===== src/rtl/bcd_down_counter_if.sv =====
// bcd_down_counter_if: load/enable/status bundle for the BCD down-counter
interface bcd_down_counter_if #(parameter int DIGITS = 2);
  logic                pe_n;
  logic [4*DIGITS-1:0] p;
  logic                cep;
  logic                cet;
  logic [4*DIGITS-1:0] q;
  logic                tc;
  logic                zero;
  logic                done;
  modport master (output pe_n, p, cep, cet, input q, tc, zero, done);
  modport slave (input pe_n, p, cep, cet, output q, tc, zero, done);
endinterface


===== src/rtl/bcd_down_counter.sv =====
// bcd_down_counter: multi-digit BCD down-counter with load, enables, tc and done pulse.
// Optional macro AUTO_RELOAD_EN: a count step at zero reloads p instead of wrapping to all-9s.
module bcd_down_counter #(parameter int DIGITS = 2) (
  input logic cp,
  input logic mr_n,
  bcd_down_counter_if.slave bus
);
  localparam int W = 4 * DIGITS;
  logic [W-1:0] q, dec, nxt;
  logic         b, cnt, zero;
  assign zero = (q == '0);
  assign cnt = bus.cep & bus.cet;
`ifdef AUTO_RELOAD_EN
  assign nxt = zero ? bus.p : dec;
`else
  assign nxt = dec;
`endif
  assign bus.q = q;
  assign bus.zero = zero;
  assign bus.tc = bus.cet & zero;
  // Borrow ripple: a digit steps down only when every lower digit was 0; invalid digits step in binary and stop the borrow.
  always_comb begin
    b = 1'b1;
    dec = q;
    for (int i = 0; i < DIGITS; i++) begin
      dec[4*i+:4] = b ? ((q[4*i+:4] == 4'd0) ? 4'd9 : q[4*i+:4] - 4'd1) : q[4*i+:4];
      b = b & (q[4*i+:4] == 4'd0);
    end
  end
  // Counter state and the one-cycle done pulse on a 1 -> 0 count step.
  always_ff @(posedge cp or negedge mr_n) begin
    if (!mr_n) begin
      q <= '0;
      bus.done <= 1'b0;
    end else begin
      q <= !bus.pe_n ? bus.p : cnt ? nxt : q;
      bus.done <= bus.pe_n & cnt & (q == W'(1));
    end
  end
endmodule

===== src/flat_wrapper.sv =====
// flat-port wrapper written by rule: the top's interface ports become plain ports
module bcd_down_counter_flat 
#(parameter int DIGITS = 2)
  (cp, mr_n, bus_pe_n, bus_p, bus_cep, bus_cet, bus_q, bus_tc, bus_zero, bus_done);
  bcd_down_counter_if #(.DIGITS(DIGITS)) bus_i ();
  input logic cp;
  input logic mr_n;
  input wire logic [$bits(bus_i.pe_n)-1:0] bus_pe_n;
  input wire logic [$bits(bus_i.p)-1:0] bus_p;
  input wire logic [$bits(bus_i.cep)-1:0] bus_cep;
  input wire logic [$bits(bus_i.cet)-1:0] bus_cet;
  output wire logic [$bits(bus_i.q)-1:0] bus_q;
  output wire logic [$bits(bus_i.tc)-1:0] bus_tc;
  output wire logic [$bits(bus_i.zero)-1:0] bus_zero;
  output wire logic [$bits(bus_i.done)-1:0] bus_done;
  assign bus_i.pe_n = bus_pe_n;
  assign bus_i.p = bus_p;
  assign bus_i.cep = bus_cep;
  assign bus_i.cet = bus_cet;
  assign bus_q = bus_i.q;
  assign bus_tc = bus_i.tc;
  assign bus_zero = bus_i.zero;
  assign bus_done = bus_i.done;
  bcd_down_counter #(.DIGITS(DIGITS)) u_core (.cp(cp), .mr_n(mr_n), .bus(bus_i));
endmodule

===== config.mk =====
export PLATFORM = sky130hd
export DESIGN_NAME = bcd_down_counter_flat
export DESIGN_NICKNAME = d
export VERILOG_FILES = /design/src/rtl/bcd_down_counter_if.sv /design/src/rtl/bcd_down_counter.sv /design/src/flat_wrapper.sv
export SDC_FILE = /design/constraint.sdc
export NUM_CORES = 1
export LEC_CHECK = 0
export CAP_MARGIN = 10
export CORE_UTILIZATION = 35
export DETAILED_ROUTE_END_ITERATION = 16
export PLACE_DENSITY = 0.71
export SYNTH_ARGS = -nofsm -noshare
export SYNTH_HDL_FRONTEND = slang
export SYNTH_SLANG_ARGS = --single-unit

===== constraint.sdc =====
create_clock -name cp -period 2.2 [get_ports cp]
set_input_delay 0.33 -clock cp [delete_from_list [all_inputs] [get_ports cp]]
set_output_delay 0.33 -clock cp [all_outputs]
set_load 0.02 [all_outputs]

==> report_table.html <==
<table>
<tr><th>Metric</th><th>Value</th></tr>
<tr><th colspan="2">Clock tree</th></tr>
<tr><td>Clk pin slew, worst setup/hold paths</td><td>70 ps</td></tr>
<tr><td>TritonCTS clock tree</td><td>built</td></tr>
<tr><td>Hold-fix buffers at CTS</td><td>0</td></tr>
<tr><td>Longest Clk Path Bufs</td><td>2</td></tr>
<tr><td>TritonCTS buffer count</td><td>3</td></tr>
<tr><td>CTS H-Tree Depth</td><td>1</td></tr>
<tr><td>Root buffer cell</td><td>sky130_fd_sc_hd__clkbuf_4</td></tr>
<tr><td>Clock sink total</td><td>9</td></tr>
<tr><td>Source-to-sink clock delay at the later pin of the worst-skew pair</td><td>260 ps</td></tr>
<tr><th colspan="2">Critical path</th></tr>
<tr><td>Critical path fanouts, max</td><td>3</td></tr>
<tr><td>Type of destination of the critical path</td><td>primary output</td></tr>
<tr><td>Critical path buffers and inverters</td><td>1</td></tr>
<tr><td>Worst setup path class</td><td>register to primary output</td></tr>
<tr><td>Slowest cell on crit path</td><td>sky130_fd_sc_hd__or4_4</td></tr>
<tr><td>Cell-by-cell trace of the critical path</td><td>or4_4 -&gt; or3_4 -&gt; nor3_1 -&gt; buf_4</td></tr>
<tr><td>Critical path data arrival time</td><td>1960 ps</td></tr>
<tr><td>Biggest cell delay along the critical path</td><td>530 ps</td></tr>
<tr><td>Type of element launching the critical path</td><td>register</td></tr>
<tr><td>Req. time, crit path</td><td>1870 ps</td></tr>
<tr><td>Top delay family on crit path</td><td>simple AND/OR/NAND/NOR gates</td></tr>
<tr><th colspan="2">Final layout</th></tr>
<tr><td>Core Util, Final</td><td>62.8%</td></tr>
<tr><td>Layout cells sized above 1</td><td>20.0%</td></tr>
<tr><td>Layout overhead on the synthesized area</td><td>66.5%</td></tr>
<tr><td>Diodes inserted</td><td>0</td></tr>
<tr><td>Fin cells</td><td>100</td></tr>
<tr><td>Total Nets Final</td><td>between 90 and 100</td></tr>
<tr><th colspan="2">Drt</th></tr>
<tr><td>Via count normalized by instance count</td><td>5.24</td></tr>
<tr><td>Per-cell routed wire length</td><td>approximately 13 µm</td></tr>
<tr><td>ANT nets after route</td><td>0</td></tr>
<tr><td>Vias after detailed routing</td><td>about 520</td></tr>
<tr><td>Count of routing violations after the opening detailed-route iteration</td><td>3</td></tr>
<tr><td>Total DRC errors in the routed layout</td><td>0</td></tr>
<tr><td>Pre-antenna DRT Iters</td><td>4</td></tr>
<tr><td>Wire length after detailed routing</td><td>1300 µm</td></tr>
<tr><th colspan="2">Placement</th></tr>
<tr><td>Setup WS pre-CTS</td><td>-257 ps</td></tr>
<tr><td>Instance count after placement with tap cells included</td><td>between 90 and 100</td></tr>
<tr><td>Number of buffer cells added on primary ports</td><td>23</td></tr>
<tr><td>Final weighted congestion in routability-driven placement</td><td>0.729</td></tr>
<tr><td>Sum of net half-perimeters after detailed placement</td><td>959 µm</td></tr>
<tr><th colspan="2">Timing</th></tr>
<tr><td>Total count of hold-check failures in the final report</td><td>0</td></tr>
<tr><td>Min Hold Slack</td><td>~380 ps</td></tr>
<tr><td>Count of pins over their slew limit</td><td>0</td></tr>
<tr><td>Max transition margin</td><td>62.6%</td></tr>
<tr><td>Final Cycle Share</td><td>104%</td></tr>
<tr><td>Max Fclk</td><td>438 MHz</td></tr>
<tr><td>Unrepaired setup endpoints after global routing</td><td>true</td></tr>
<tr><td>Worst-margin pin slew</td><td>560 ps</td></tr>
<tr><td>Final setup vio count</td><td>2</td></tr>
<tr><td>Worst clock skew on the final layout</td><td>~4.8 ps</td></tr>
<tr><td>Clock period minus worst slack</td><td>~2300 ps</td></tr>
<tr><td>Setup slack of the critical path after layout</td><td>-85.5 ps</td></tr>
<tr><th colspan="2">Global route</th></tr>
<tr><td>Pin count of the biggest net entering global routing</td><td>18</td></tr>
<tr><td>Antenna violations before repair</td><td>0</td></tr>
<tr><td>Via count of the first global-routing pass</td><td>458</td></tr>
<tr><td>Tot GR Track Use</td><td>between 10% and 20%</td></tr>
<tr><td>Overflow left after global routing</td><td>0</td></tr>
<tr><td>Global-route wire length before repair</td><td>1990 µm</td></tr>
<tr><th colspan="2">Floorplanning</th></tr>
<tr><td>Die X-Extent</td><td>39.7 µm</td></tr>
<tr><td>Initial standard-cell utilization of the core</td><td>37.7%</td></tr>
<tr><td>Core ar.</td><td>roughly 1300 µm²</td></tr>
<tr><td>Die Height</td><td>a little under 40 µm</td></tr>
<tr><td>Die area</td><td>1570 µm²</td></tr>
<tr><td>Number of I/O pins</td><td>24</td></tr>
<tr><td>Standard-cell row count</td><td>13</td></tr>
<tr><th colspan="2">Synthesis</th></tr>
<tr><td>Synthesis-stage register bit count</td><td>9</td></tr>
<tr><td>Net count of the mapped netlist</td><td>66</td></tr>
<tr><td>Post-Syn Area per Cell</td><td>~9.4 µm²</td></tr>
<tr><td>Count of mapped cells out of synthesis</td><td>53</td></tr>
<tr><td>Count of warnings emitted by yosys</td><td>0</td></tr>
<tr><td>Fraction of the yosys area taken by sequential cells</td><td>around 45%</td></tr>
<tr><td>Count of distinct cell types in the synthesized netlist</td><td>22</td></tr>
<tr><td>Post-synth design cell area</td><td>497 µm²</td></tr>
<tr><th colspan="2">Pwr</th></tr>
<tr><td>Worst supply voltage drop on vdd</td><td>0.285 mV</td></tr>
<tr><td>Total power draw</td><td>roughly 0.46 mW</td></tr>
<tr><td>Static Leakage</td><td>0.327 nW</td></tr>
<tr><td>Pwr Density</td><td>562 nW/µm²</td></tr>
<tr><th colspan="2">Run status</th></tr>
<tr><td>Status</td><td>finished with violations</td></tr>
<tr><td>Failing checks</td><td>negative setup slack</td></tr>
<tr><th colspan="2">Job</th></tr>
<tr><td>MaxCap Viol Count</td><td>0</td></tr>
<tr><th colspan="2">Hold path</th></tr>
<tr><td>Tightest Hold Check Type</td><td>primary input to asynchronous set/reset pin</td></tr>
</table>
Yosys cell counts:
library cell                n  area (µm²)
sky130_fd_sc_hd__a21oi_1    1        5.00
sky130_fd_sc_hd__nor2_1     8        30.0
sky130_fd_sc_hd__and4bb_2   1        12.5
sky130_fd_sc_hd__nand4bb_1  1        11.3
sky130_fd_sc_hd__or3_2      1        7.51
sky130_fd_sc_hd__xor2_1     1        8.76
sky130_fd_sc_hd__a21o_1     1        7.51
sky130_fd_sc_hd__o21ai_0    4        20.0
sky130_fd_sc_hd__clkbuf_1   2        7.51
sky130_fd_sc_hd__or4_1      1        7.51
sky130_fd_sc_hd__a31oi_1    7        43.8
sky130_fd_sc_hd__or4b_1     1        10.0
sky130_fd_sc_hd__nand2_1    3        11.3
sky130_fd_sc_hd__o31ai_1    2        15.0
sky130_fd_sc_hd__or4_4      1        11.3
sky130_fd_sc_hd__nor4b_1    1        8.76
sky130_fd_sc_hd__or3_4      1        11.3
sky130_fd_sc_hd__dfrtp_1    9         225
sky130_fd_sc_hd__nand3b_1   2        15.0
sky130_fd_sc_hd__inv_1      1        3.75
sky130_fd_sc_hd__o2111ai_1  1        8.76
sky130_fd_sc_hd__nor3_1     3        15.0
kinds of logic after synthesis:
group / Yosys count / share of synthesized area [%]
xor gates and xnor gates: 1 / 1.76
DFF: 9 / 45.3
AOI/OAI and AO/OA: 16 / 20.1
and+or+nand+nor: 24 / 30.5
buffers and inverters: 3 / 2.27
worst reg2reg max path: cells and delay by family, from the launching register on:
kind	cells	cell delay [ps]
AO/OA/AOI/OAI	1	170
flip-flops	1	380
AND/OR/NAND/NOR	2	1020
buffers and inverters	1	160
metrics by stage:
| step | area [µm²] | setup TNS (ps) |
|---|---|---|
| after floorplan | 512 | 0 |
| after global routing | 827 | -265 |
| after CTS | 825 | -172 |
| final | 827 | -168 |
| after global placement | 806 | -384 |
| after detailed placement | 806 | -485 |
registers in the layout, summed over array words and instances (netlist names):
register         flops
u_core.bus.q         8
u_core.bus.done      1
cells in the final DEF, fill, tap and decap left out, types with 2 or more instances in the layout:
cell type                         netlist  final
sky130_fd_sc_hd__nor2_1                 8      8
sky130_fd_sc_hd__nand3b_1               2      2
sky130_fd_sc_hd__buf_4                  0      9
sky130_fd_sc_hd__clkbuf_4               0      3
sky130_fd_sc_hd__nand2_1                3      3
sky130_fd_sc_hd__clkdlybuf4s50_1        0     21
sky130_fd_sc_hd__o31ai_1                2      2
sky130_fd_sc_hd__a31oi_1                7      7
sky130_fd_sc_hd__nor3_1                 3      3
sky130_fd_sc_hd__o21ai_0                4      4
sky130_fd_sc_hd__dfrtp_1                9      9
per-layer routing:
layer	routed length, µm	up-vias	track usage (%)
met5	0	-	0
met4	16	0	12.9
met3	67	2	3.41
met2	631	15	32.0
met1	582	238	23.2
li1	-	269	-
power breakdown:
part	total (mW)	switching, mW	internal (mW)
registers	0.195	0.0154	0.180
clock network	0.131	0.0605	0.0700
logic	0.139	0.0638	0.0750
path summary, 6_finish.rpt:
check	from	endpoint	slack, ps	cells past startpoint
min	mr_n	u_core.bus.done	380	1
min reg2reg	u_core.bus.q[7]	u_core.bus.done	590	2
max reg2reg	u_core.bus.q[5]	u_core.bus.q[6]	410	4
max in group asynchronous	mr_n	u_core.bus.q[3]	1510	1
max	u_core.bus.q[5]	bus_zero	-90	4
min in group cp	u_core.bus.q[7]	u_core.bus.done	590	2
final cells by class:
class / count / area [µm²]
fill: 117 / 490
multi-input combinational: 41 / 275
clock buffer: 4 / 26.3
sequential: 9 / 225
timing repair buffer: 30 / 278
tap: 15 / 18.8
inverter: 1 / 3.75
timing repair:
| action | 4_1_cts | 5_1_grt |
|---|---|---|
| endpoints found under the setup margin | 2 | 2 |
| setup buffers | 0 | 0 |
| gates resized for setup | 10 | 1 |
Note: power is estimated with default switching activity, not from simulation.
